$ cat src/rtl/button_conditioner_if.sv
// Button conditioner bus: raw pin inputs and pause control in, clean game controls out.
// Latency: none; wires only.
// Backpressure: none; levels and single-cycle pulses, no handshake.
//
// Signals:
//   btn_raw     raw asynchronous button/switch inputs, polarity set by the conditioner
//   enable      synchronous pause control; 0 suppresses all pulses
//   btn_level   debounced level, 1 = pressed
//   btn_press   one-cycle pulse on a debounced press
//   btn_release one-cycle pulse on a debounced release
//   btn_repeat  one-cycle pulse on press and on every auto-repeat tick
//
// master: the side that owns the pins and consumes the controls (board glue / game core).
// slave : the conditioner itself.
interface button_conditioner_if #(
    parameter int NUM_BTN = 4
);
    logic [NUM_BTN-1:0] btn_raw;
    logic               enable;
    logic [NUM_BTN-1:0] btn_level;
    logic [NUM_BTN-1:0] btn_press;
    logic [NUM_BTN-1:0] btn_release;
    logic [NUM_BTN-1:0] btn_repeat;

    modport master (
        output btn_raw,
        output enable,
        input  btn_level,
        input  btn_press,
        input  btn_release,
        input  btn_repeat
    );

    modport slave (
        input  btn_raw,
        input  enable,
        output btn_level,
        output btn_press,
        output btn_release,
        output btn_repeat
    );
endinterface

$ cat src/rtl/button_conditioner.sv
// Per-channel push-button conditioner: polarity fix, 2-flop sync, debounce, edge pulses, auto-repeat.
// Latency: 2 sync cycles + DEBOUNCE_CYCLES from a stable raw change to btn_level/btn_press (+-1 for sampling phase).
// Backpressure: none; enable = 0 only masks pulses, debouncing keeps running and btn_level stays live.
//
// Ports:
//   clk_50   system clock
//   reset_n  asynchronous active-low reset, released synchronously by the clock edge
//   bus      button_conditioner_if.slave (btn_raw/enable in, btn_level/press/release/repeat out)
module button_conditioner #(
    parameter int                 NUM_BTN             = 4,
    parameter logic [NUM_BTN-1:0] ACTIVE_LOW_MASK     = 4'b1111,
    parameter logic [NUM_BTN-1:0] REPEAT_EN_MASK      = 4'b0111,
    parameter int                 DEBOUNCE_CYCLES     = 500000,
    parameter int                 REPEAT_DELAY_CYCLES = 15000000,
    parameter int                 REPEAT_RATE_CYCLES  = 5000000
) (
    input  logic                clk_50,
    input  logic                reset_n,
    button_conditioner_if.slave bus
);

    localparam int DW       = $clog2(DEBOUNCE_CYCLES + 1);
    localparam int RPT_MAX  = (REPEAT_DELAY_CYCLES > REPEAT_RATE_CYCLES) ?
                              REPEAT_DELAY_CYCLES : REPEAT_RATE_CYCLES;
    localparam int TW       = $clog2(RPT_MAX + 1);

    localparam logic [DW-1:0] DB_LAST    = DW'(DEBOUNCE_CYCLES - 1);
    localparam logic [TW-1:0] DELAY_LAST = TW'(REPEAT_DELAY_CYCLES - 1);
    localparam logic [TW-1:0] RATE_LAST  = TW'(REPEAT_RATE_CYCLES - 1);

    // ST_LOCKED: key is held but was pressed or paused while disabled; it stays
    // silent until released so that un-pausing never fires a stale press/repeat.
    typedef enum logic [1:0] {
        ST_IDLE   = 2'd0,
        ST_DELAY  = 2'd1,
        ST_REPEAT = 2'd2,
        ST_LOCKED = 2'd3
    } rep_state_t;

    logic [NUM_BTN-1:0] level_v;
    logic [NUM_BTN-1:0] press_v;
    logic [NUM_BTN-1:0] release_v;
    logic [NUM_BTN-1:0] repeat_v;

    for (genvar i = 0; i < NUM_BTN; i++) begin : g_ch
        logic          raw_n;
        logic          sync_meta;
        logic          sync_q;
        logic          level_q;
        logic [DW-1:0] db_cnt;
        logic          press_q;
        logic          release_q;
        logic          repeat_q;
        logic          db_done;
        logic          press_ev;
        logic          release_ev;

        // Normalised so that 1 always means pressed, whatever the pin polarity.
        assign raw_n = bus.btn_raw[i] ^ ACTIVE_LOW_MASK[i];

        always_ff @(posedge clk_50 or negedge reset_n) begin
            if (!reset_n) begin
                sync_meta <= 1'b0;
                sync_q    <= 1'b0;
            end else begin
                sync_meta <= raw_n;
                sync_q    <= sync_meta;
            end
        end

        // The level flips on the edge where the synchronised input has disagreed
        // with it for DEBOUNCE_CYCLES consecutive samples. These are the events
        // that every pulse output keys off, so all pulses land on that same edge.
        assign db_done    = (sync_q != level_q) && (db_cnt == DB_LAST);
        assign press_ev   = db_done &&  sync_q;
        assign release_ev = db_done && !sync_q;

        always_ff @(posedge clk_50 or negedge reset_n) begin
            if (!reset_n) begin
                level_q   <= 1'b0;
                db_cnt    <= '0;
                press_q   <= 1'b0;
                release_q <= 1'b0;
            end else begin
                if (sync_q == level_q) begin
                    // A single agreeing sample throws away any partial count.
                    db_cnt <= '0;
                end else if (db_cnt == DB_LAST) begin
                    level_q <= sync_q;
                    db_cnt  <= '0;
                end else begin
                    db_cnt <= db_cnt + DW'(1);
                end
                press_q   <= press_ev   & bus.enable;
                release_q <= release_ev & bus.enable;
            end
        end

        if (REPEAT_EN_MASK[i]) begin : g_rep
            rep_state_t    state;
            logic [TW-1:0] rep_tmr;

            always_ff @(posedge clk_50 or negedge reset_n) begin
                if (!reset_n) begin
                    state    <= ST_IDLE;
                    rep_tmr  <= '0;
                    repeat_q <= 1'b0;
                end else begin
                    repeat_q <= 1'b0;
                    // Release is checked first so it beats a repeat due on the same edge.
                    if (release_ev) begin
                        state   <= ST_IDLE;
                        rep_tmr <= '0;
                    end else begin
                        case (state)
                            ST_IDLE: begin
                                if (press_ev) begin
                                    rep_tmr <= '0;
                                    if (bus.enable) begin
                                        state    <= ST_DELAY;
                                        repeat_q <= 1'b1;
                                    end else begin
                                        state <= ST_LOCKED;
                                    end
                                end
                            end
                            ST_DELAY: begin
                                if (!bus.enable) begin
                                    state   <= ST_LOCKED;
                                    rep_tmr <= '0;
                                end else if (rep_tmr == DELAY_LAST) begin
                                    state    <= ST_REPEAT;
                                    rep_tmr  <= '0;
                                    repeat_q <= 1'b1;
                                end else begin
                                    rep_tmr <= rep_tmr + TW'(1);
                                end
                            end
                            ST_REPEAT: begin
                                if (!bus.enable) begin
                                    state   <= ST_LOCKED;
                                    rep_tmr <= '0;
                                end else if (rep_tmr == RATE_LAST) begin
                                    rep_tmr  <= '0;
                                    repeat_q <= 1'b1;
                                end else begin
                                    rep_tmr <= rep_tmr + TW'(1);
                                end
                            end
                            ST_LOCKED: begin
                                rep_tmr <= '0;
                            end
                            default: begin
                                state   <= ST_IDLE;
                                rep_tmr <= '0;
                            end
                        endcase
                    end
                end
            end
        end else begin : g_norep
            // Without auto-repeat the repeat stream is just the press pulse,
            // so consumers can listen to btn_repeat alone for every channel.
            always_ff @(posedge clk_50 or negedge reset_n) begin
                if (!reset_n) begin
                    repeat_q <= 1'b0;
                end else begin
                    repeat_q <= press_ev & bus.enable;
                end
            end
        end

        assign level_v[i]   = level_q;
        assign press_v[i]   = press_q;
        assign release_v[i] = release_q;
        assign repeat_v[i]  = repeat_q;
    end

    assign bus.btn_level   = level_v;
    assign bus.btn_press   = press_v;
    assign bus.btn_release = release_v;
    assign bus.btn_repeat  = repeat_v;

endmodule
$ cat src/flat_wrapper.sv
// flat-port wrapper written by rule: the top's interface ports become plain ports
module button_conditioner_flat 
#(
    parameter int                 NUM_BTN             = 4,
    parameter logic [NUM_BTN-1:0] ACTIVE_LOW_MASK     = 4'b1111,
    parameter logic [NUM_BTN-1:0] REPEAT_EN_MASK      = 4'b0111,
    parameter int                 DEBOUNCE_CYCLES     = 500000,
    parameter int                 REPEAT_DELAY_CYCLES = 15000000,
    parameter int                 REPEAT_RATE_CYCLES  = 5000000
)
  (clk_50, reset_n, bus_btn_raw, bus_enable, bus_btn_level, bus_btn_press, bus_btn_release, bus_btn_repeat);
  button_conditioner_if #(.NUM_BTN(NUM_BTN)) bus_i ();
  input  logic clk_50;
  input  logic reset_n;
  input wire logic [$bits(bus_i.btn_raw)-1:0] bus_btn_raw;
  input wire logic [$bits(bus_i.enable)-1:0] bus_enable;
  output wire logic [$bits(bus_i.btn_level)-1:0] bus_btn_level;
  output wire logic [$bits(bus_i.btn_press)-1:0] bus_btn_press;
  output wire logic [$bits(bus_i.btn_release)-1:0] bus_btn_release;
  output wire logic [$bits(bus_i.btn_repeat)-1:0] bus_btn_repeat;
  assign bus_i.btn_raw = bus_btn_raw;
  assign bus_i.enable = bus_enable;
  assign bus_btn_level = bus_i.btn_level;
  assign bus_btn_press = bus_i.btn_press;
  assign bus_btn_release = bus_i.btn_release;
  assign bus_btn_repeat = bus_i.btn_repeat;
  button_conditioner #(.NUM_BTN(NUM_BTN), .ACTIVE_LOW_MASK(ACTIVE_LOW_MASK), .REPEAT_EN_MASK(REPEAT_EN_MASK), .DEBOUNCE_CYCLES(DEBOUNCE_CYCLES), .REPEAT_DELAY_CYCLES(REPEAT_DELAY_CYCLES), .REPEAT_RATE_CYCLES(REPEAT_RATE_CYCLES)) u_core (.clk_50(clk_50), .reset_n(reset_n), .bus(bus_i));
endmodule
$ cat config.mk
export PLATFORM = sky130hd
export DESIGN_NAME = button_conditioner_flat
export DESIGN_NICKNAME = d
export VERILOG_FILES = /design/src/rtl/button_conditioner_if.sv /design/src/rtl/button_conditioner.sv /design/src/flat_wrapper.sv
export SDC_FILE = /design/constraint.sdc
export NUM_CORES = 1
export LEC_CHECK = 0
export BUFFER_PORTS_ARGS = -buffer_cell sky130_fd_sc_hd__buf_2
export CAP_MARGIN = 25
export CORE_MARGIN = 5
export CORE_UTILIZATION = 50
export CTS_CLUSTER_SIZE = 20
export DETAILED_ROUTE_END_ITERATION = 10
export GPL_ROUTABILITY_DRIVEN = 0
export MAX_ROUTING_LAYER = met4
export PLACE_DENSITY = 0.66
export SYNTH_ARGS = -nofsm -noshare
export SYNTH_HDL_FRONTEND = slang
export SYNTH_SLANG_ARGS = --single-unit
$ cat constraint.sdc
create_clock -name clk_50 -period 3.3 [get_ports clk_50]
set_clock_uncertainty 0.1 [all_clocks]
set_input_delay 0.66 -clock clk_50 [delete_from_list [all_inputs] [get_ports clk_50]]
set_output_delay 0.66 -clock clk_50 [all_outputs]
set_load 0.02 [all_outputs]
---- Word level (Yosys, flattened, before mapping) ----
Index checks and enable logic that the tools add are counted.
operators by class
  multiplexer cells ....................... 68
  reductions and logical operators ........ 29
  bitwise gates (word level) .............. 16
  $add $sub $neg .......................... 7
  equality and inequality tests ........... 36
operator list
  cell                                                                     count
  24-bit 2-to-1 mux                                                        18
  24-bit one-hot mux with 4 select lines                                   3
  19-bit 2-to-1 mux                                                        8
  19-bit by 1-bit adder with 19-bit output, second input constant          4
  19-bit == test, second input constant                                    4
  24-bit by 1-bit adder with 24-bit output, second input constant          3
  24-bit by 23-bit == test with 1-bit output, second input constant        3
  24-bit == test, second input constant                                    3
  2-bit 2-to-1 mux                                                         14
  1-bit 2-to-1 mux                                                         19
  2-bit one-hot mux with 3 select lines                                    3
  2-bit == test, second input constant                                     6
  1-bit logical AND                                                        12
  4-bit by 2-bit inequality test with 1-bit output, second input constant  3
  4-bit AND reduction                                                      3
  4-bit nonzero test                                                       3
  3-bit by 1-bit inequality test with 1-bit output, second input constant  3
  3-bit by 2-bit inequality test with 1-bit output, second input constant  3
  1-bit one-hot mux with 3 select lines                                    3
  1-bit bitwise AND                                                        8
  1-bit inverter                                                           8
  2-bit AND reduction                                                      4
  2-bit by 1-bit == test with 1-bit output, second input constant          3
  2-bit logical NOT                                                        3
  3 further kinds                                                          12
word-level totals
  output and inout bits ................... 16
  register bits after elaboration ......... 177

---- Logic depth before layout (Yosys ltp) ----
  depth after elaboration ................. 6
  mapped depth ............................ 9
  gate-level depth less buffers ........... 8

---- Least setup slack after synthesis ----
No wires, ideal clock.
  path type ............................... register to register
  from .................................... register u_core.g_ch[0].db_cnt[5]
  to ...................................... register u_core.g_ch[0].g_rep.rep_tmr[14]
  period minus slack after synthesis ...... 2,355 ps
  library setup time ...................... 76 ps
  cell stages (with the launch flop) ...... 7
  arrival ................................. 2,178 ps
  required time ........................... 3,124 ps
  path slack .............................. 945 ps
  path through ............................ dfrtp_1 > nor4_4 > nand3_4 > o41ai_4 > o211ai_4 > or4_1 > o21ai_1
between the ends
  longest elaborated chain between the ends .. 4
  elaborated cells between the ends (all ways) .. 6
  classes of those cells .................. eq/ne: 2; mux: 1; reduce/logical: 3
RTL lines
  what                                                                                                           RTL line                                            source
  from (decl)                                                                                                    button_conditioner.sv:50                            logic [DW-1:0] db_cnt;
  from (signal assigned)                                                                                         button_conditioner.sv:92                            db_cnt <= db_cnt + DW'(1);
  19-bit == test *                                                                                               button_conditioner.sv:74                            assign db_done = (sync_q != level_q) && (db_cnt == DB_LAST);
  1-bit logical AND *                                                                                            button_conditioner.sv:74
  1-bit logical AND (on tied branches)                                                                           button_conditioner.sv:76, button_conditioner.sv:75
  3-bit by 1-bit inequality test with 1-bit output (no source line) / 24-bit 2-to-1 mux (equally long branches)  n/a
  to (signal assigned)                                                                                           button_conditioner.sv:136                           rep_tmr <= rep_tmr + TW'(1);
  to (signal assigned)                                                                                           button_conditioner.sv:147                           rep_tmr <= rep_tmr + TW'(1);
  to (decl)                                                                                                      button_conditioner.sv:101                           logic [TW-1:0] rep_tmr;
Mark *: on every way between the ends. The rest lies on a longest branch, timed or not.
A chain may end at the register's enable or synchronous reset.

---- Worst setup path after layout ----
  from .................................... register u_core.g_ch[1].db_cnt[11]
  to ...................................... register u_core.g_ch[1].g_rep.rep_tmr[9]
between the ends
  longest elaborated chain between the ends .. 4
  elaborated cells between the ends (all ways) .. 6
  classes of those cells .................. eq/ne: 2; mux: 1; reduce/logical: 3
RTL lines
  what                                                                                                           RTL line
  from (decl)                                                                                                    button_conditioner.sv:50
  from (signal assigned)                                                                                         button_conditioner.sv:92
  19-bit == test *                                                                                               button_conditioner.sv:74
  1-bit logical AND *                                                                                            button_conditioner.sv:74
  1-bit logical AND (on tied branches)                                                                           button_conditioner.sv:76, button_conditioner.sv:75
  3-bit by 1-bit inequality test with 1-bit output (no source line) / 24-bit 2-to-1 mux (equally long branches)  n/a
  to (signal assigned)                                                                                           button_conditioner.sv:136
  to (signal assigned)                                                                                           button_conditioner.sv:147
  to (decl)                                                                                                      button_conditioner.sv:101
Marks and branches as above.

==> flow_metrics.py <==
metrics = {
    "outcome": {
        "status": "finished, final reports clean",
    },
    "timing": {
        "setup_viol": 0,
        "slew_headroom_pct": 31.39,
        "tns_ps": 0,
        "period_share_pct": 88.51,
        "fin_crit_ps": 2921,
        "timing.fmax_ghz": 0.3424,
        "grt_setup_unrepaired": "no",
        "hold_viol": 0,
        "slew_viol_final": 0,
        "worst_pin_slew_ps": 1029,
    },
    "clocking": {
        "cts_buffers": 17,
        "post-cts-setup-buffers": 0,
        "clkLatencyLatePin_ps": 420,
        "cts-hold-fix-buffers": 0,
        "clockBufferDepth": 2,
        "numClockSinks": 177,
        "cts_tree": "built",
        "clkTransAtPathRegs_ps": 70,
        "cts-root-buf": "clkbuf_16",
        "htreeDepth": 4,
        "cts_resized": 0,
    },
    "synthesis": {
        "ys_warn_count": 0,
        "synth_seq_cells": 177,
        "avgSynthCellArea_um2": 9.399,
        "synth_area_mm2": 0.009437,
        "yosysSeqAreaShare_pct": 46.94,
        "synth_fp_nets": 1030,
        "syn_inst": 1004,
        "synth_edf_count": 0,
        "ys_types": 71,
        "async_flop_share_pct": 100.0,
        "synth_ff_type": "dfrtp_1",
    },
    "route": {
        "wl_met3_um": 683,
        "remaining_drc_errors": 0,
        "ant_nets": 0,
        "wirelength_um": 19200,
        "drt-pass1-iter-count": 5,
        "avgViaCountPerCell": 5.768,
        "route.met2.wl_um": 8728,
        "drt_iter0_drc": 520,
        "vias": 7256,
        "wl_per_cell_um": 15.26,
        "wl_met1_um": 9518,
        "highest_layer": "met4",
    },
    "global_routing": {
        "grt_antenna_before_repair": 0,
        "grt_max_degree": 75,
        "grt_pass1_wl_um": 33510,
        "gr-total-overflow": 0,
        "grt_pass1_vias": 6911,
        "grt_util_all_layers_pct": 18.85,
    },
    "setup_path": {
        "crit_chain": "nor4b_1 -> nand3_1 -> o311ai_0 -> a21oi_2 -> nand2_1 -> o311ai_0",
        "r2r_cells": 6,
        "crit_path_start_kind": "flip-flop",
        "cp_max_fo": 14,
        "cp_common_cell": "o311ai_0",
        "end_kind": "flip-flop",
        "crit_required_ps": 3470,
        "rrSetupSlack_ps": 380,
        "cpMaxStageDelayCell": "o311ai_0",
        "arrival_ps": 3090,
        "reg2reg_from": "u_core.g_ch[1].db_cnt[11]",
        "slowest_delay_ps": 620,
        "worstSetupPathType": "flip-flop to flip-flop",
        "r2r-end": "u_core.g_ch[1].g_rep.rep_tmr[9]",
    },
    "layout": {
        "layout_common_cells": "dfrtp_1 (177), nor2_1 (113), nand2_1 (101)",
        "final_common_cell": "dfrtp_1",
        "n_fill_cell": 1678,
        "syn2layout_area_growth_pct": 8.911,
        "nNetsFinal": 1038,
        "n_antenna_cell": 0,
        "drive_gt1_share_pct": 8.594,
        "utilization_pct": 55.13,
    },
    "pwr": {
        "ir_worst_vdd_uv": 349.0,
        "leakagePower_nw": 4.324,
        "pwr_density_cell_mw_per_mm2": 409.5,
    },
    "floorplanning": {
        "die_area_mm2": 0.02172,
        "initial_core_util_pct": 50.62,
        "die_y_um": 147.4,
        "rows": 50,
        "die_w_um": 147.4,
        "num_io_pins": 23,
        "fp.coreArea_mm2": 0.01864,
    },
    "job": {
        "max_cap_viol_count": 0,
    },
    "placed_design": {
        "port_buffers": 22,
        "hpwl_um": 13030,
    },
    "hold_path": {
        "min_path_type": "input pin to asynchronous set/reset pin",
    },
}
## layout make-up
class	instances	area, um^2	share of cell area, %
repair buffers	34	221.5	2.155
well taps	234	292.8	2.849
inverters	33	123.9	1.205
clock buffers	20	466.7	4.541
clock inverters	11	88.84	0.8644
flip-flops and latches	177	4429	43.10
multi-input cells	749	4654	45.29
## power breakdown
group / internal, mW / switching, mW
clock network: 1.09 / 0.817
logic: 0.0253 / 0.0771
registers: 2.19 / 0.0160
## synth_stat cells, types with 6 or more instances
library cell,count,area (um^2)
dfrtp_1,177,4429
nor2_1,113,424.2
nand2_1,101,379.1
nand3_1,90,450.4
xor2_1,47,411.6
inv_1,32,120.1
nand4_1,31,193.9
nor3_1,27,135.1
o21ai_0,27,135.1
xnor2_1,27,236.5
clkbuf_1,24,90.09
a21oi_1,21,105.1
ha_1,19,237.7
and3_1,16,100.1
buf_4,16,120.1
o311ai_0,16,140.1
or3_1,16,100.1
and2_1,15,93.84
o31ai_1,14,105.1
and4_1,13,113.9
nor4_1,12,75.07
a21o_1,11,82.58
a31oi_1,11,68.82
nor4b_1,9,78.83
or2_2,9,56.30
a22o_1,8,70.07
a22oi_1,6,45.04
o22ai_1,6,37.54
or4_1,6,45.04
## worst max-delay path by stage
stage | startpoint | endpoint | slack (ps) | cells past startpoint
after floorplan | u_core.g_ch[0].db_cnt[5] | u_core.g_ch[0].g_rep.rep_tmr[14] | 950 | 6
after global placement | u_core.g_ch[1].db_cnt[0] | u_core.g_ch[1].g_rep.rep_tmr[9] | 250 | 7
after detailed placement | u_core.g_ch[1].db_cnt[0] | u_core.g_ch[1].g_rep.rep_tmr[9] | 80 | 7
after CTS | u_core.g_ch[1].db_cnt[0] | u_core.g_ch[1].g_rep.rep_tmr[9] | 70 | 7
after global routing | u_core.g_ch[1].db_cnt[6] | u_core.g_ch[1].g_rep.rep_tmr[9] | 110 | 6
final | u_core.g_ch[1].db_cnt[11] | u_core.g_ch[1].g_rep.rep_tmr[9] | 380 | 6
## registers in the layout, summed over array words and instances, names as in the netlist
signal                     cells
u_core.g_ch.db_cnt            76
u_core.g_ch.g_rep.rep_tmr     72
u_core.g_ch.g_rep.state        6
u_core.g_ch.level_q            4
u_core.g_ch.press_q            4
u_core.g_ch.release_q          4
u_core.g_ch.sync_meta          4
u_core.g_ch.sync_q             4
u_core.g_ch.repeat_q           3
## through the flow
step           hold WS (ps)  area [um^2]  cells  power (mW)  worst slack, ps
4_1_cts               91.41        10270   1258       4.269            68.94
2_1_floorplan         231.2         9437   1004       2.281            945.2
6_report              84.53        10280   1258       4.208            379.1
5_1_grt               105.2        10280   1258       4.387            111.3
3_3_place_gp          236.1         9718   1227       2.349            251.6
3_5_place_dp          234.7         9718   1227       2.349            81.63
## worst max-delay path, delay by kind of cell (launching register included)
| family | cells | cell delay (ps) |
|---|---|---|
| AND/OR/NAND/NOR | 3 | 1190 |
| AO/OA/AOI/OAI | 3 | 1050 |
| flip-flops | 1 | 430 |
## logic make-up (layout without fill, tap and decap cells)
logic type	count (synthesis)	in the layout	synth area share [%]
and+or+nand+nor	494	494	27.19
AOI/OAI and AO/OA	155	155	11.91
muxes	7	7	0.7955
adders and majority gates	19	19	2.519
DFF	177	177	46.94
buffers and inverters	78	98	3.779
xor gates and xnor gates	74	74	6.868
## layer usage
| layer | GRT usage (%) | vias to the layer above |
|---|---|---|
| met5 | - | - |
| met4 | 5.918 | 0 |
| met3 | 3.372 | 22 |
| met2 | 28.39 | 117 |
| met1 | 26.21 | 3502 |
| li1 | - | 3615 |
Note: power is estimated with default switching activity, not from simulation.
